File: src/rtl/reconf_fir_filter_pkg.sv
// Shared constants, mode FSM type and multiply-accumulate helper for the 33-tap reconfigurable FIR.
package reconf_fir_filter_pkg;

  localparam int unsigned NTAP           = 33;
  localparam int unsigned IN_W           = 3;
  localparam int unsigned COEF_W         = 16;
  localparam int unsigned OUT_W          = 16;
  localparam int unsigned ACC_W          = 24;
  localparam int unsigned PROD_W         = IN_W + COEF_W;
  localparam int unsigned ADDR_W         = 6;
  localparam int unsigned COEF_ADDR_BASE = 1;

  typedef enum logic {
    p_Idle   = 1'b0,
    p_Update = 1'b1
  } fir_state_e;

  // c*x as a full-precision 19-bit product, sign-extended and added to the incoming partial sum
  function automatic logic signed [ACC_W-1:0] fir_mac(
    input logic signed [COEF_W-1:0] c,
    input logic signed [IN_W-1:0]   x,
    input logic signed [ACC_W-1:0]  z
  );
    logic signed [PROD_W-1:0] p;
    p = PROD_W'(c) * PROD_W'(x);
    return ACC_W'(p) + z;
  endfunction

endpackage

File: src/rtl/reconf_fir_filter_fir_tap.sv
// One transposed-form stage: z_o <= c*x + z_i, cleared while coefficients are being updated.
module fir_tap
  import reconf_fir_filter_pkg::*;
(
  input  logic                     clk_i,
  input  logic                     rst_ni,
  input  logic                     clr_i,
  input  logic signed [COEF_W-1:0] coef_i,
  input  logic signed [IN_W-1:0]   x_i,
  input  logic signed [ACC_W-1:0]  z_i,
  output logic signed [ACC_W-1:0]  z_o
);

  logic signed [ACC_W-1:0] z_d;
  logic signed [ACC_W-1:0] z_q;

  assign z_d = fir_mac(coef_i, x_i, z_i);

  always_ff @(posedge clk_i or negedge rst_ni) begin
    if (!rst_ni) begin
      z_q <= '0;
    end else if (clr_i) begin
      z_q <= '0;
    end else begin
      z_q <= z_d;
    end
  end

  assign z_o = z_q;

endmodule

File: src/rtl/reconf_fir_filter.sv
// 33-tap transposed-form FIR with SRAM-style coefficient download.
// Build option FIR_SATURATE_EN: saturate the output instead of wrapping to 16 bits.
module reconf_fir_filter
  import reconf_fir_filter_pkg::*;
(
  input  logic                     iClk_12M,
  input  logic                     iRsn,
  input  logic                     iCoeffiUpdateFlag,
  input  logic                     iCsnRam,
  input  logic                     iWrnRam,
  input  logic [ADDR_W-1:0]        iAddrRam,
  input  logic signed [COEF_W-1:0] iWrDtRam,
  input  logic signed [IN_W-1:0]   iFirIn,
  output logic signed [OUT_W-1:0]  oFirOut
);

  fir_state_e              state_q;
  logic signed [COEF_W-1:0] coef_q [NTAP];
  logic signed [COEF_W-1:0] coef_d [NTAP];
  logic                     wr_en_c;
  logic [ADDR_W-1:0]        wr_idx_c;
  logic                     clr_c;
  logic signed [ACC_W-1:0]  z [1:NTAP];
  logic signed [ACC_W-1:0]  sum0_c;
  logic signed [OUT_W-1:0]  out_d;
  logic signed [OUT_W-1:0]  out_q;

  // Writes are qualified by the flag itself, not by the registered mode
  assign wr_idx_c = iAddrRam - ADDR_W'(COEF_ADDR_BASE);
  assign wr_en_c  = iCoeffiUpdateFlag && !iCsnRam && !iWrnRam &&
                    (iAddrRam >= ADDR_W'(COEF_ADDR_BASE)) &&
                    (iAddrRam <  ADDR_W'(COEF_ADDR_BASE + NTAP));

  always_comb begin
    coef_d = coef_q;
    if (wr_en_c) begin
      coef_d[wr_idx_c] = iWrDtRam;
    end
  end

  always_ff @(posedge iClk_12M or negedge iRsn) begin
    if (!iRsn) begin
      for (int i = 0; i < NTAP; i++) begin
        coef_q[i] <= '0;
      end
    end else begin
      coef_q <= coef_d;
    end
  end

  always_ff @(posedge iClk_12M or negedge iRsn) begin
    if (!iRsn) begin
      state_q <= p_Idle;
    end else begin
      case (state_q)
        p_Idle:   if (iCoeffiUpdateFlag)  state_q <= p_Update;
        p_Update: if (!iCoeffiUpdateFlag) state_q <= p_Idle;
        default:  state_q <= p_Idle;
      endcase
    end
  end

  assign clr_c   = (state_q == p_Update);
  assign z[NTAP] = '0;

  // Taps 1..32; tap 0 is folded into the output stage below
  for (genvar k = 1; k < NTAP; k++) begin : g_tap
    fir_tap u_tap (
      .clk_i  (iClk_12M),
      .rst_ni (iRsn),
      .clr_i  (clr_c),
      .coef_i (coef_q[k]),
      .x_i    (iFirIn),
      .z_i    (z[k+1]),
      .z_o    (z[k])
    );
  end

  assign sum0_c = fir_mac(coef_q[0], iFirIn, z[1]);

`ifdef FIR_SATURATE_EN
  localparam logic signed [ACC_W-1:0] SatMax = ACC_W'((1 << (OUT_W - 1)) - 1);
  localparam logic signed [ACC_W-1:0] SatMin = ~SatMax;

  always_comb begin
    out_d = OUT_W'(sum0_c);
    if (sum0_c > SatMax) begin
      out_d = OUT_W'(SatMax);
    end else if (sum0_c < SatMin) begin
      out_d = OUT_W'(SatMin);
    end
  end
`else
  assign out_d = OUT_W'(sum0_c);
`endif

  always_ff @(posedge iClk_12M or negedge iRsn) begin
    if (!iRsn) begin
      out_q <= '0;
    end else if (clr_c) begin
      out_q <= '0;
    end else begin
      out_q <= out_d;
    end
  end

  assign oFirOut = out_q;

endmodule

File: config.mk
export PLATFORM = sky130hd
export DESIGN_NAME = reconf_fir_filter
export DESIGN_NICKNAME = d
export VERILOG_FILES = /design/src/rtl/reconf_fir_filter_pkg.sv /design/src/rtl/reconf_fir_filter_fir_tap.sv /design/src/rtl/reconf_fir_filter.sv
export SDC_FILE = /design/constraint.sdc
export NUM_CORES = 2
export LEC_CHECK = 0
export CAP_MARGIN = 25
export CORE_MARGIN = 2
export CORE_UTILIZATION = 45
export CTS_CLUSTER_SIZE = 30
export DETAILED_ROUTE_END_ITERATION = 8
export GPL_TIMING_DRIVEN = 0
export MAX_ROUTING_LAYER = met4
export PLACE_DENSITY_LB_ADDON = 0.1
export SYNTH_ARGS = -nofsm -noshare
export SYNTH_HDL_FRONTEND = slang
export SYNTH_HIERARCHICAL = 1
export SYNTH_SLANG_ARGS = --single-unit
export TNS_END_PERCENT = 20
File: constraint.sdc
create_clock -name iClk_12M -period 5.85 [get_ports iClk_12M]
set_input_delay 0.8775 -clock iClk_12M [delete_from_list [all_inputs] [get_ports iClk_12M]]
set_output_delay 0.8775 -clock iClk_12M [all_outputs]
set_load 0.01 [all_outputs]
# [After elaboration in Yosys (flattened, before gate mapping)]
# Index checks and enable logic that the tools add are counted.
[word_totals] reg_bits=1057 out_inout_bits=16 in_bits=30
[classes] order_cmp=4 addsub=33 mux=37 mul=33 n_bitwise=1 reduce_logical=7
[ops] cell="16-bit two-way mux" count=34
[ops] cell="528-bit bitwise mux" count=1
[ops] cell="16-bit by 3-bit multiplier with 16-bit output" count=33
[ops] cell="16-bit adder" count=32
[ops] cell="16-bit demux with 6-bit select" count=1
[ops] cell="7-bit >= comparator, second input constant" count=1
[ops] cell="7-bit by 1-bit < comparator with 1-bit output, second input constant" count=1
[ops] cell="6-bit inverter with 7-bit output" count=1
[ops] cell="6-bit by 1-bit >= comparator with 1-bit output, second input constant" count=1
[ops] cell="6-bit < comparator, second input constant" count=1
[ops] cell="6-bit by 1-bit subtractor with 6-bit output, second input constant" count=1
[ops] cell="1-bit logical AND" count=5
[ops] cell="1-bit logical NOT" count=2
[ops] cell="1-bit two-way mux" count=1

# [Longest topological paths before layout]
[depth] ltp_word=7 mapped_depth=17 mapped_depth_nobuf=16

# [Cells and area by module]
# Netlist, hierarchy kept.
[modules_own_cells] mod="fir_tap at g_tap[10].u_tap ..." area_per_inst_um2=3201.8 cells_each=332 n_inst=11
[modules_own_cells] mod="fir_tap at g_tap[21].u_tap ..." area_per_inst_um2=3195.6 cells_each=324 n_inst=11
[modules_own_cells] mod="fir_tap at g_tap[32].u_tap ..." area_per_inst_um2=3349.5 cells_each=337 n_inst=8
[modules_own_cells] mod="reconf_fir_filter" area_per_inst_um2=22644.2 cells_each=1446 n_inst=1
[modules_own_cells] mod="fir_tap at g_tap[31].u_tap" area_per_inst_um2=3308.2 cells_each=342 n_inst=1
[modules_own_cells] mod="fir_tap at g_tap[20].u_tap" area_per_inst_um2=3255.6 cells_each=337 n_inst=1

# [Worst setup path after synthesis]
# No wires, ideal clock.
[synth_path] path_kind="input to register" from="input iFirIn[1]" to="register g_tap[20].u_tap/z_o[20] (netlist name)" required_ns=5.722 n_path_buf=1 setup_time_ns=0.128 t_arrival_ns=4.610 setup_slack_ns=1.112 stages=15 path_cell_list="clkbuf_1 -> nand2_1 -> fa_1 -> fa_1 -> fa_1 -> inv_1 -> ha_1 -> inv_1 -> fa_1 -> nor2b_1 -> o21bai_1 -> a21o_1 -> a2111o_1 -> a32oi_1 -> mux2_1"
[synth_rtl] element="start: declaration" line_no="reconf_fir_filter.sv:13" text="input logic signed [IN_W-1:0] iFirIn,"

# [Worst setup path in the final report]
[layout_path] from="input iFirIn[0]" to="register g_tap[19].u_tap.z_q[14]"
[layout_between] elab_chain_cells=3
[layout_rtl] element="16-bit by 3-bit multiplier with 16-bit output" line_no="reconf_fir_filter_pkg.sv:25" text="p = PROD_W'(c) * PROD_W'(x);"
[layout_rtl] element="16-bit adder" line_no="reconf_fir_filter_pkg.sv:26" text="return ACC_W'(p) + z;"
[layout_rtl] element="16-bit two-way mux" line_no="reconf_fir_filter_fir_tap.sv:22" text="end else if (clr_i) begin"
[layout_rtl] element="end signal: assignment" line_no="reconf_fir_filter_fir_tap.sv:25" text="z_q <= z_d;"
[layout_rtl] element="end: declaration" line_no="reconf_fir_filter_fir_tap.sv:15" text="logic signed [ACC_W-1:0] z_q;"
# Every way passes these cells.
# A chain may end at the register's enable or synchronous reset.

==> metrics.log <==
[metrics] relative contribution of sequential cells to total power: 27.8%
[metrics] total number of clock tree sinks: 1,057
[metrics] initial antenna violation count: 33
[metrics] DIE HEIGHT: 455 um
[metrics] Pwr per Cell Area: 354 mW/mm^2
[metrics] buffers added on ports: 41
[metrics] count of routing violations after the opening detailed-route iteration: 2,681
[metrics] count of warnings emitted by yosys: 6
[metrics] TritonCTS clock tree: yes
[metrics] number of buffers inserted to repair setup after CTS: 0
[metrics] most common cell after layout, fill and taps aside: sky130_fd_sc_hd__dfrtp_1
[metrics] Placed Cells: 11,000
[metrics] commonest cells after routing, fill and taps aside: sky130_fd_sc_hd__dfrtp_1 (1,056), sky130_fd_sc_hd__ha_1 (1,023), sky130_fd_sc_hd__fa_1 (988), sky130_fd_sc_hd__and2_1 (968), sky130_fd_sc_hd__nor2_1 (922)
[metrics] Worst VDD drop: 314 uV
[metrics] multi-input gate area in the final layout: 0.0623 mm^2
[metrics] post-synthesis instance area: 0.0915 mm^2
[metrics] Remaining DRCs: 0
[metrics] Synth Area per Inst: 11.1 um^2
[metrics] post-layout worst setup margin: 484 ps
[metrics] Antenna Violating Nets Remaining: 0
[metrics] critical path start-end classification: input port to flip-flop
[metrics] Static Leak: 51.1 nW
[metrics] final wirelength: 221,000 um
[metrics] Floorplan Core Area: 0.202 mm^2
[metrics] RSZ-0062 raised after global routing: no
[metrics] category of the worst setup path capture point: flip-flop
[metrics] final number of hold-violating endpoints: 0
[metrics] H-tree levels: 4
[metrics] first drt pass iteration count: 5
[metrics] final setup violation count: 0
[metrics] post-layout instance count excluding filler cells: 11,300
[metrics] worst clock skew: 29.2 ps
[metrics] maximum number of pins on one net before global-route repair: 159
[metrics] result of the run: completed
[metrics] post-route minimum period: 5370 ps
[metrics] clock slew seen by the registers of the worst setup and hold paths: 60 ps
[metrics] Die Span X: 455 um
[metrics] Detail Placement HPWL: 165,000 um
[metrics] CP max FO: 113
[metrics] Critical Path Source Type: input port
[metrics] internal power of the cells: 21.8 mW
[metrics] net load switching power: 14.0 mW
[metrics] first-pass GRT wire length: 357,000 um
[metrics] global placement routability congestion: 0.836
[metrics] via count normalized by instance count: 5.20
[metrics] critical path arrival: 6010 ps
[metrics] cts bufs inserted: 135
[metrics] relative contribution of combinational cells to total power: 46.6%
[metrics] switching power share of the total: 39.0%
[metrics] Least-Margin Pin Slew: 1060 ps
[metrics] pre-CTS worst setup slack: -302 ps
[metrics] number of global-route vias before repair: 62,700
[metrics] sum of overflow across all layers after global routing: 0
[metrics] part of the cycle the worst path needs: 91.7%
[metrics] max-slew violation count: 0
[metrics] standard-cell rows: 165
[metrics] die area: 0.207 mm^2
[metrics] initial standard-cell utilization of the core: 45.3%
[metrics] combined global-route utilization of all metal layers: 22.9%
[metrics] Final Net Count: 10,500
[metrics] top-level I/O count: 46
[metrics] worst relative slew slack: 28.8%
[metrics] root buffer selected by CTS: sky130_fd_sc_hd__clkbuf_16
[metrics] filler cell count in the final layout: 18,300
[metrics] clock network fraction of total power: 25.6%
[metrics] average wire per standard cell: 19.6 um
[metrics] upper clock frequency limit: 0.186 GHz
[metrics] required time at the worst-slack endpoint: 6490 ps
[metrics] register area: 0.0265 mm^2
[metrics] area growth from synthesis to layout: 10.4%
[metrics] synthesized netlist cell count: 8,243
[metrics] Clock Latency Late Sink: 790 ps
[metrics] clock tree buffer depth: 3
[metrics] share of cells above drive strength 1: 12.4%
[metrics] DR vias: 58,700
[metrics] max-cap check violation count: 0
[metrics] Total Power Consumption: 35.8 mW
[metrics] Hold/Removal Path Class: flip-flop to flip-flop
[metrics] final standard cell utilization of the core: 50.0%
[registers in the layout, summed over array words and instances, names as in the netlist]
| name | flops |
|---|---|
| g_tap.u_tap/z_o | 512 |
| coef_q | 528 |
| clr_c | 1 |
| oFirOut | 16 |
[routing by layer]
metal	GRT usage, %	wire, um	vias up
li1	-	-	27800
met1	30.7	103000	29800
met2	35.8	104000	771
met3	3.15	7720	321
met4	7.54	6890	0
met5	-	0	-
[power by group through the flow]
stage / clock [mW] / combinational (mW) / sequential [mW]
after floorplan: 0 / 12.8 / 9.65
after global placement: 0 / 16.6 / 10.2
after detailed placement: 0 / 16.6 / 10.1
after CTS: 9.42 / 16.9 / 9.99
after global routing: 9.69 / 19.2 / 10.2
final: 9.16 / 16.7 / 9.94
[repair_timing]
action / in CTS / in global routing
resized for setup: 0 / 0
hold buffers: 1 / 0
hold endpoints to repair: 59 / 0
[cell type report]
type | instances | area share [%]
Inverter | 386 | 1.43
Clock inverter | 54 | 0.869
Multi-Input combinational cell | 6515 | 61.7
Clock buffer | 189 | 4.00
Timing Repair Buffer | 76 | 1.11
Tap cell | 2672 | 3.31
Buffer | 300 | 1.37
Sequential cell | 1057 | 26.2
Antenna cell | 24 | 0.0594
[per-stage QoR]
step	TNS, ps	hold slack (ps)	area, um^2
floorplan	0	470	91600
global placement	-	480	95300
detailed placement	-4320	485	96100
CTS	0	482	101000
global route	0	506	101000
finish	0	496	101000
[path summary, 6_finish.rpt]
check / startpoint / to / slack (ps) / depth (start not counted)
worst max-delay path: iFirIn[0] / g_tap[19].u_tap/z_o[14] / 480 / 18
worst min-delay path: coef_q[31] / coef_q[31] / 500 / 1
worst max register to register: coef_q[512] / oFirOut[15] / 1650 / 12
worst min register to register: coef_q[31] / coef_q[31] / 500 / 1
max in group asynchronous: iRsn / g_tap[32].u_tap/z_o[14] / 3050 / 5
min in group asynchronous: iRsn / coef_q[394] / 630 / 2
[worst max-delay path: stages]
cell	delay (ps)
sky130_fd_sc_hd__buf_8	280
sky130_fd_sc_hd__buf_16	430
sky130_fd_sc_hd__buf_16	290
sky130_fd_sc_hd__clkbuf_1	420
sky130_fd_sc_hd__nand2_1	140
sky130_fd_sc_hd__fa_1	490
sky130_fd_sc_hd__fa_1	550
sky130_fd_sc_hd__fa_1	410
sky130_fd_sc_hd__inv_1	60
sky130_fd_sc_hd__ha_1	180
sky130_fd_sc_hd__inv_1	60
sky130_fd_sc_hd__fa_1	400
sky130_fd_sc_hd__nand2b_1	180
sky130_fd_sc_hd__a21oi_1	230
sky130_fd_sc_hd__o21ai_0	230
sky130_fd_sc_hd__o21ai_0	280
sky130_fd_sc_hd__xnor2_1	150
sky130_fd_sc_hd__nor2_1	60
(Power assumes the default switching activity.)
